<file path="config.mk">
export PLATFORM = sky130hd
export DESIGN_NAME = posit_record_gearbox_flat
export DESIGN_NICKNAME = d
export VERILOG_FILES = /design/src/rtl/posit_record_gearbox_pkg.sv /design/src/rtl/posit_record_gearbox_if.sv /design/src/rtl/posit_record_gearbox_shifter.sv /design/src/rtl/posit_record_gearbox.sv /design/src/flat_wrapper.sv
export SDC_FILE = /design/constraint.sdc
export NUM_CORES = 1
export LEC_CHECK = 0
export ABC_AREA = 1
export BUFFER_PORTS_ARGS = -buffer_cell sky130_fd_sc_hd__buf_2
export CELL_PAD_IN_SITES_DETAIL_PLACEMENT = 0
export CELL_PAD_IN_SITES_GLOBAL_PLACEMENT = 1
export CORE_MARGIN = 2
export CORE_UTILIZATION = 39
export CTS_CLUSTER_DIAMETER = 80
export DETAILED_ROUTE_END_ITERATION = 8
export PLACE_DENSITY = 0.84
export SYNTH_ARGS = -nofsm -noshare
export SYNTH_HDL_FRONTEND = slang
export SYNTH_HIERARCHICAL = 1
export SYNTH_SLANG_ARGS = --single-unit
</file>
<file path="constraint.sdc">
create_clock -name clk -period 2.05 [get_ports clk]
set_input_delay 0 -clock clk [delete_from_list [all_inputs] [get_ports clk]]
set_output_delay 0 -clock clk [all_outputs]
set_load 0.005 [all_outputs]
</file>
<file path="src/rtl/posit_record_gearbox_pkg.sv">
// Shared definitions for the posit-record gearbox: record geometry, kinds, field layout.
package posit_record_gearbox_pkg;

  typedef enum logic [1:0] {
    KIND_VALUE   = 2'd0,
    KIND_SUM     = 2'd1,
    KIND_PRODUCT = 2'd2
  } kind_e;

  typedef enum logic {
    ST_IDLE,
    ST_SEND
  } state_e;

  // Record layout from bit 0 upward: zero, inf, fraction, scale, sgn.
  localparam int unsigned ZERO_POS = 0;
  localparam int unsigned INF_POS  = 1;
  localparam int unsigned FRAC_LSB = 2;

  function automatic int unsigned scale_w_of(int unsigned scale_w, int unsigned kind);
    return (kind == int'(KIND_PRODUCT)) ? scale_w + 1 : scale_w;
  endfunction

  function automatic int unsigned fw_of(int unsigned nbits, int unsigned es, int unsigned kind);
    if (kind == int'(KIND_SUM))     return nbits + 1 - es;
    if (kind == int'(KIND_PRODUCT)) return 2 * (nbits - 2 - es);
    return nbits - 3 - es;
  endfunction

  function automatic int unsigned rec_w_of(int unsigned nbits, int unsigned es,
                                           int unsigned scale_w, int unsigned kind);
    return 1 + scale_w_of(scale_w, kind) + fw_of(nbits, es, kind) + 2;
  endfunction

  function automatic int unsigned beats_of(int unsigned rec_w, int unsigned bus_w);
    return (rec_w + bus_w - 1) / bus_w;
  endfunction

  function automatic logic is_special(logic inf, logic zero);
    return inf | zero;
  endfunction

  function automatic logic is_bad(logic inf, logic zero);
    return inf & zero;
  endfunction

endpackage

</file>
<file path="src/rtl/posit_record_gearbox_if.sv">
// Record-in / beat-out stream bundle; master is the gearbox side, slave the environment.
interface posit_record_gearbox_if #(
  parameter int unsigned REC_W = 38,
  parameter int unsigned BUS_W = 16
);
  logic             in_valid;
  logic             in_ready;
  logic [REC_W-1:0] in_data;
  logic             out_valid;
  logic             out_ready;
  logic [BUS_W-1:0] out_data;
  logic             out_last;

  modport master (
    input  in_valid, in_data, out_ready,
    output in_ready, out_valid, out_data, out_last
  );

  modport slave (
    output in_valid, in_data, out_ready,
    input  in_ready, out_valid, out_data, out_last
  );
endinterface

</file>
<file path="src/rtl/posit_record_gearbox_shifter.sv">
// BUS_W-step record shift register with beat counter; load wins over shift.
module posit_record_gearbox_shifter #(
  parameter int unsigned REC_W = 38,
  parameter int unsigned BUS_W = 16,
  parameter int unsigned BEATS = 3,
  parameter int unsigned CW    = 2
) (
  input  logic             clk,
  input  logic             rst_n,
  input  logic             load,
  input  logic [REC_W-1:0] ld_data,
  input  logic             shift,
  output logic [BUS_W-1:0] beat,
  output logic [CW-1:0]    beat_cnt
);
  localparam int unsigned SH_W = BEATS * BUS_W;

  logic [SH_W-1:0] sh;

  // Zero-extension to a whole number of beats keeps padding bits of the final beat at 0.
  always_ff @(posedge clk or negedge rst_n) begin
    if (!rst_n) begin
      sh       <= '0;
      beat_cnt <= '0;
    end else if (load) begin
      sh       <= SH_W'(ld_data);
      beat_cnt <= '0;
    end else if (shift) begin
      sh       <= sh >> BUS_W;
      beat_cnt <= beat_cnt + 1'b1;
    end
  end

  assign beat = sh[BUS_W-1:0];
endmodule

</file>
<file path="src/rtl/posit_record_gearbox.sv">
// Posit-record transmit gearbox: latches one packed record, streams it LSB beat first.
module posit_record_gearbox
  import posit_record_gearbox_pkg::*;
#(
  parameter int unsigned NBITS    = 32,
  parameter int unsigned ES       = 3,
  parameter int unsigned SCALE_W  = 9,
  parameter int unsigned KIND     = 0,
  parameter int unsigned BUS_W    = 16,
  parameter int unsigned COMPRESS = 1
) (
  input  logic                   clk,
  input  logic                   rst_n,
  posit_record_gearbox_if.master bus,
  output logic [31:0]            rec_count,
  output logic                   err_flags
);
  localparam int unsigned REC_W = rec_w_of(NBITS, ES, SCALE_W, KIND);
  localparam int unsigned BEATS = beats_of(REC_W, BUS_W);
  localparam int unsigned CW    = (BEATS > 1) ? $clog2(BEATS) : 1;

  state_e           state;
  logic             out_valid_q;
  logic             out_last_q;
  logic [CW-1:0]    beat_cnt;
  logic [CW-1:0]    nxt_cnt;
  logic [BUS_W-1:0] beat;
  logic             accept;
  logic             advance;
  logic             done;

  always_comb begin
    done    = (state == ST_SEND) & bus.out_ready & out_last_q;
    advance = (state == ST_SEND) & bus.out_ready & ~out_last_q;
    accept  = bus.in_valid & bus.in_ready;
    nxt_cnt = beat_cnt + 1'b1;
  end

  assign bus.in_ready  = (state == ST_IDLE) | done;
  assign bus.out_valid = out_valid_q;
  assign bus.out_last  = out_last_q;
  assign bus.out_data  = beat;

  posit_record_gearbox_shifter #(
    .REC_W (REC_W),
    .BUS_W (BUS_W),
    .BEATS (BEATS),
    .CW    (CW)
  ) u_shifter (
    .clk      (clk),
    .rst_n    (rst_n),
    .load     (accept),
    .ld_data  (bus.in_data),
    .shift    (advance),
    .beat     (beat),
    .beat_cnt (beat_cnt)
  );

  // out_last is precomputed at load/shift so it is valid in the same cycle as its beat.
  always_ff @(posedge clk or negedge rst_n) begin
    if (!rst_n) begin
      state       <= ST_IDLE;
      out_valid_q <= 1'b0;
      out_last_q  <= 1'b0;
      rec_count   <= '0;
      err_flags   <= 1'b0;
    end else begin
      if (accept) begin
        out_last_q <= ((COMPRESS != 0) && is_special(bus.in_data[INF_POS], bus.in_data[ZERO_POS]))
                      || (BEATS == 1);
        if (is_bad(bus.in_data[INF_POS], bus.in_data[ZERO_POS])) err_flags <= 1'b1;
      end else if (advance) begin
        out_last_q <= (nxt_cnt == CW'(BEATS - 1));
      end
      if (done) rec_count <= rec_count + 32'd1;
      case (state)
        ST_IDLE: begin
          if (bus.in_valid) begin
            state       <= ST_SEND;
            out_valid_q <= 1'b1;
          end
        end
        ST_SEND: begin
          if (done && !bus.in_valid) begin
            state       <= ST_IDLE;
            out_valid_q <= 1'b0;
            out_last_q  <= 1'b0;
          end
        end
        default: state <= ST_IDLE;
      endcase
    end
  end
endmodule

</file>
<file path="src/flat_wrapper.sv">
// flat-port wrapper written by rule: the top's interface ports become plain ports
module posit_record_gearbox_flat import posit_record_gearbox_pkg::*;
#(
  parameter int unsigned NBITS    = 32,
  parameter int unsigned ES       = 3,
  parameter int unsigned SCALE_W  = 9,
  parameter int unsigned KIND     = 0,
  parameter int unsigned BUS_W    = 16,
  parameter int unsigned COMPRESS = 1
)
  (clk, rst_n, rec_count, err_flags, bus_in_valid, bus_in_data, bus_out_ready, bus_in_ready, bus_out_valid, bus_out_data, bus_out_last);
  posit_record_gearbox_if #(.REC_W(38), .BUS_W(BUS_W)) bus_i ();
  input  logic clk;
  input  logic rst_n;
  output logic [31:0] rec_count;
  output logic err_flags;
  input wire logic [$bits(bus_i.in_valid)-1:0] bus_in_valid;
  input wire logic [$bits(bus_i.in_data)-1:0] bus_in_data;
  input wire logic [$bits(bus_i.out_ready)-1:0] bus_out_ready;
  output wire logic [$bits(bus_i.in_ready)-1:0] bus_in_ready;
  output wire logic [$bits(bus_i.out_valid)-1:0] bus_out_valid;
  output wire logic [$bits(bus_i.out_data)-1:0] bus_out_data;
  output wire logic [$bits(bus_i.out_last)-1:0] bus_out_last;
  assign bus_i.in_valid = bus_in_valid;
  assign bus_i.in_data = bus_in_data;
  assign bus_i.out_ready = bus_out_ready;
  assign bus_in_ready = bus_i.in_ready;
  assign bus_out_valid = bus_i.out_valid;
  assign bus_out_data = bus_i.out_data;
  assign bus_out_last = bus_i.out_last;
  posit_record_gearbox #(.NBITS(NBITS), .ES(ES), .SCALE_W(SCALE_W), .KIND(KIND), .BUS_W(BUS_W), .COMPRESS(COMPRESS)) u_core (.clk(clk), .rst_n(rst_n), .bus(bus_i), .rec_count(rec_count), .err_flags(err_flags));
endmodule
</file>
==> results.sh <==
export IMPL_status="finished clean"
export IMPL_rows=36
export IMPL_ys_types=26
export IMPL_cts_tree="yes"
export IMPL_syn_nets=529
export IMPL_area_growth_pct=29.0
export IMPL_hold_end="u_core/rec_count[1]"
export IMPL_yosysSeqAreaShare_pct=49.0
export IMPL_setup_tns_ns=0
export IMPL_fin_crit_ns=1.74
export IMPL_drtIter0Drc=115
export IMPL_grt_pass1_wl_mm=15.7
export IMPL_grt_overflow=0
export IMPL_p_per_area_nw_per_um2=1010
export IMPL_fin_nets=650
export IMPL_via_count=3390
export IMPL_hold_start="bus_out_ready"
export IMPL_clkSinkCount=76
export IMPL_netlist_instances=486
export IMPL_skew_ns=0.00918
export IMPL_core_area_sq_um=9730
export IMPL_cts_resized=0
export IMPL_wirelength_mm=9.29
export IMPL_syn_avg_cell_area_sq_um=7.98
export IMPL_die_h_microns=104
export IMPL_final_cell_mix="nand2_1, buf_2, dfrtp_1"
export IMPL_ir_drop_v=0.000557
export IMPL_dp_final_hpwl_mm=6.43
export IMPL_syn_area_sq_um=3880
export IMPL_reg2reg_depth=6
export IMPL_cts_setup_buffers=0
export IMPL_cp_arrival_ns=1.97
export IMPL_critPathCaptureType="flip-flop"
export IMPL_post_drt_wl_per_cell_microns=12.5
export IMPL_r2r_start="u_core/state"
export IMPL_rrSetupSlack_ns=0.31
export IMPL_die_w_microns=104
export IMPL_postRouteAntennaNets=0
export IMPL_cts_buffer_depth=2
export IMPL_crit_type="flip-flop to flip-flop"
export IMPL_grt_max_degree=43
export IMPL_track_usage_pct=18.1
export IMPL_routabilityCongestion=0.837
export IMPL_nFillCells=959
export IMPL_hold_path_class="input pin to flip-flop"
export IMPL_rsz0062_at_grt="false"
export IMPL_drt_pass1_iterations=4
export IMPL_utilization_pct=51.4
export IMPL_viasPerCell=4.56
export IMPL_min_period_over_period_pct=84.9
export IMPL_path_clk_slew_ns=0.08
export IMPL_reg2reg_to="u_core/bus.out_last"
export IMPL_hold_viol=0
export IMPL_initial_utilization_pct=39.9
export IMPL_drive_above_1_share_pct=21.3
export IMPL_critPathMaxFanout=35
export IMPL_clk_latency_ns=0.35
export IMPL_slew_headroom_pct=44.6
export IMPL_drc=0
export IMPL_antenna_found_initial=0
export IMPL_whs_path_depth=5
export IMPL_p_leak_nw=2.62
export IMPL_cts_root_buf="clkbuf_8"
export IMPL_crit_required_ns=2.28
export IMPL_diodes=0
export IMPL_htree_levels=3
export IMPL_fp_dieArea_sq_um=10800
export IMPL_instances_no_fill=744
export IMPL_max_freq_mhz=575
export IMPL_worst_pin_slew_ns=0.829
export IMPL_drv_cap=0
export IMPL_setup_viol=0
export IMPL_final_common_cell="nand2_1"
export IMPL_slew_viol_final=0
export IMPL_placedCellCount=689
export IMPL_io_buffers=93
export IMPL_grt_pass1_vias=3355
export IMPL_num_io_pins=94
export IMPL_cp_start_kind="flip-flop"
export IMPL_ys_warn_count=6
export IMPL_cts_made_buffers=9
export IMPL_synth_seq_cells=76
routing by layer:
layer | share of wire, % | vias to the layer above | global-route usage [%] | routed length, microns
li1 | - | 1736 | - | -
met3 | 4.3 | 15 | 3.78 | 401
met5 | 0 | - | 0 | 0
met2 | 49 | 85 | 31.6 | 4580
met4 | 1.9 | 0 | 6.76 | 178
met1 | 44 | 1554 | 21.9 | 4130
cells by family after synthesis:
group	count (synthesis)	synth area share (%)
XOR/XNOR	20	4.52
AND/OR/NAND/NOR	318	36.0
AO/OA/AOI/OAI	7	1.00
buffers and inverters	64	9.10
flip-flops	76	49.0
adder cells (fa/ha/maj)	1	0.323
repair_timing:
action / in CTS / in global routing
endpoints found under the setup margin: 0 / 0
hold buffers: 40 / 0
endpoints found under the hold margin: 80 / 0
layout make-up:
| cell class | instances | area, sq um | area share (%) |
|---|---|---|---|
| clock buffer | 10 | 128 | 2.55 |
| clock inverter | 5 | 125 | 2.50 |
| inverter | 35 | 131 | 2.63 |
| multi-input combinational | 346 | 1640 | 32.7 |
| sequential | 76 | 1900 | 38.0 |
| tap | 133 | 166 | 3.33 |
| timing repair buffer | 139 | 913 | 18.3 |
power by group:
part | switching (mW) | total [mW] | internal [mW]
sequential | 0.319 | 2.27 | 1.95
combinational | 0.773 | 1.34 | 0.567
clock | 0.545 | 1.47 | 0.924
Yosys cell counts:
cell | n | area share (%)
nand2_1 | 203 | 20
dfrtp_1 | 76 | 49
nand3_1 | 47 | 6.1
nor2_1 | 39 | 3.8
inv_1 | 33 | 3.2
buf_4 | 18 | 3.5
xnor2_1 | 11 | 2.5
nand4_1 | 9 | 1.5
xor2_1 | 9 | 2.0
buf_2 | 6 | 0.77
buf_6 | 5 | 1.5
nor2_4 | 5 | 1.5
nor3_1 | 4 | 0.52
a21oi_1 | 3 | 0.39
nand3b_1 | 3 | 0.58
o21ai_0 | 3 | 0.39
inv_2 | 2 | 0.19
nand2_4 | 2 | 0.58
a31o_2 | 1 | 0.23
and2_1 | 1 | 0.16
ha_1 | 1 | 0.32
nand2_2 | 1 | 0.16
nand3_2 | 1 | 0.26
nand3_4 | 1 | 0.45
nor2_8 | 1 | 0.52
nor3_4 | 1 | 0.42
worst max path at each step:
| stage | from | end | slack (ns) | depth (start not counted) |
|---|---|---|---|---|
| after global placement | u_core/state | u_core/bus.out_last | 0.38 | 6 |
| after detailed placement | u_core/state | u_core/bus.out_last | 0.31 | 6 |
| after global routing | u_core/state | u_core/u_shifter/sh[21] | 0.18 | 6 |
| after CTS | u_core/state | u_core/bus.out_last | 0.29 | 6 |
| final | u_core/state | u_core/bus.out_last | 0.31 | 6 |
| after floorplan | u_core/state | u_core/u_shifter/sh[12] | 0.42 | 6 |
sequential cells by signal, indices dropped and copies added, names as in the netlist:
| name | count |
|---|---|
| u_core/bus.out_last | 1 |
| u_core/bus.out_valid | 1 |
| u_core/u_shifter/beat_cnt | 2 |
| u_core/u_shifter/sh | 38 |
| u_core/rec_count | 32 |
| u_core/state | 1 |
| u_core/err_flags | 1 |
worst max-delay path, stage by stage, from the launching register on:
cell and delay (ns):
dfrtp_1 0.53, nand3_4 0.13, a21oi_4 0.31, buf_4 0.40, nand2_1 0.09, o21ai_0 0.10
a21oi_1 0.06
metrics by stage:
stage                     power [mW]  cell area [sq um]  worst slack [ns]  hold slack (ns)
after detailed placement        3.59               4350             0.314           0.0280
after global placement          3.55               4350             0.383           0.0167
final                           5.08               5000             0.311            0.103
after CTS                       5.13               5000             0.294           0.0981
after floorplan                 3.30               3880             0.420           -0.296
after global routing            5.44               5000             0.177            0.113
No activity file was read; power rests on OpenSTA's default activity.
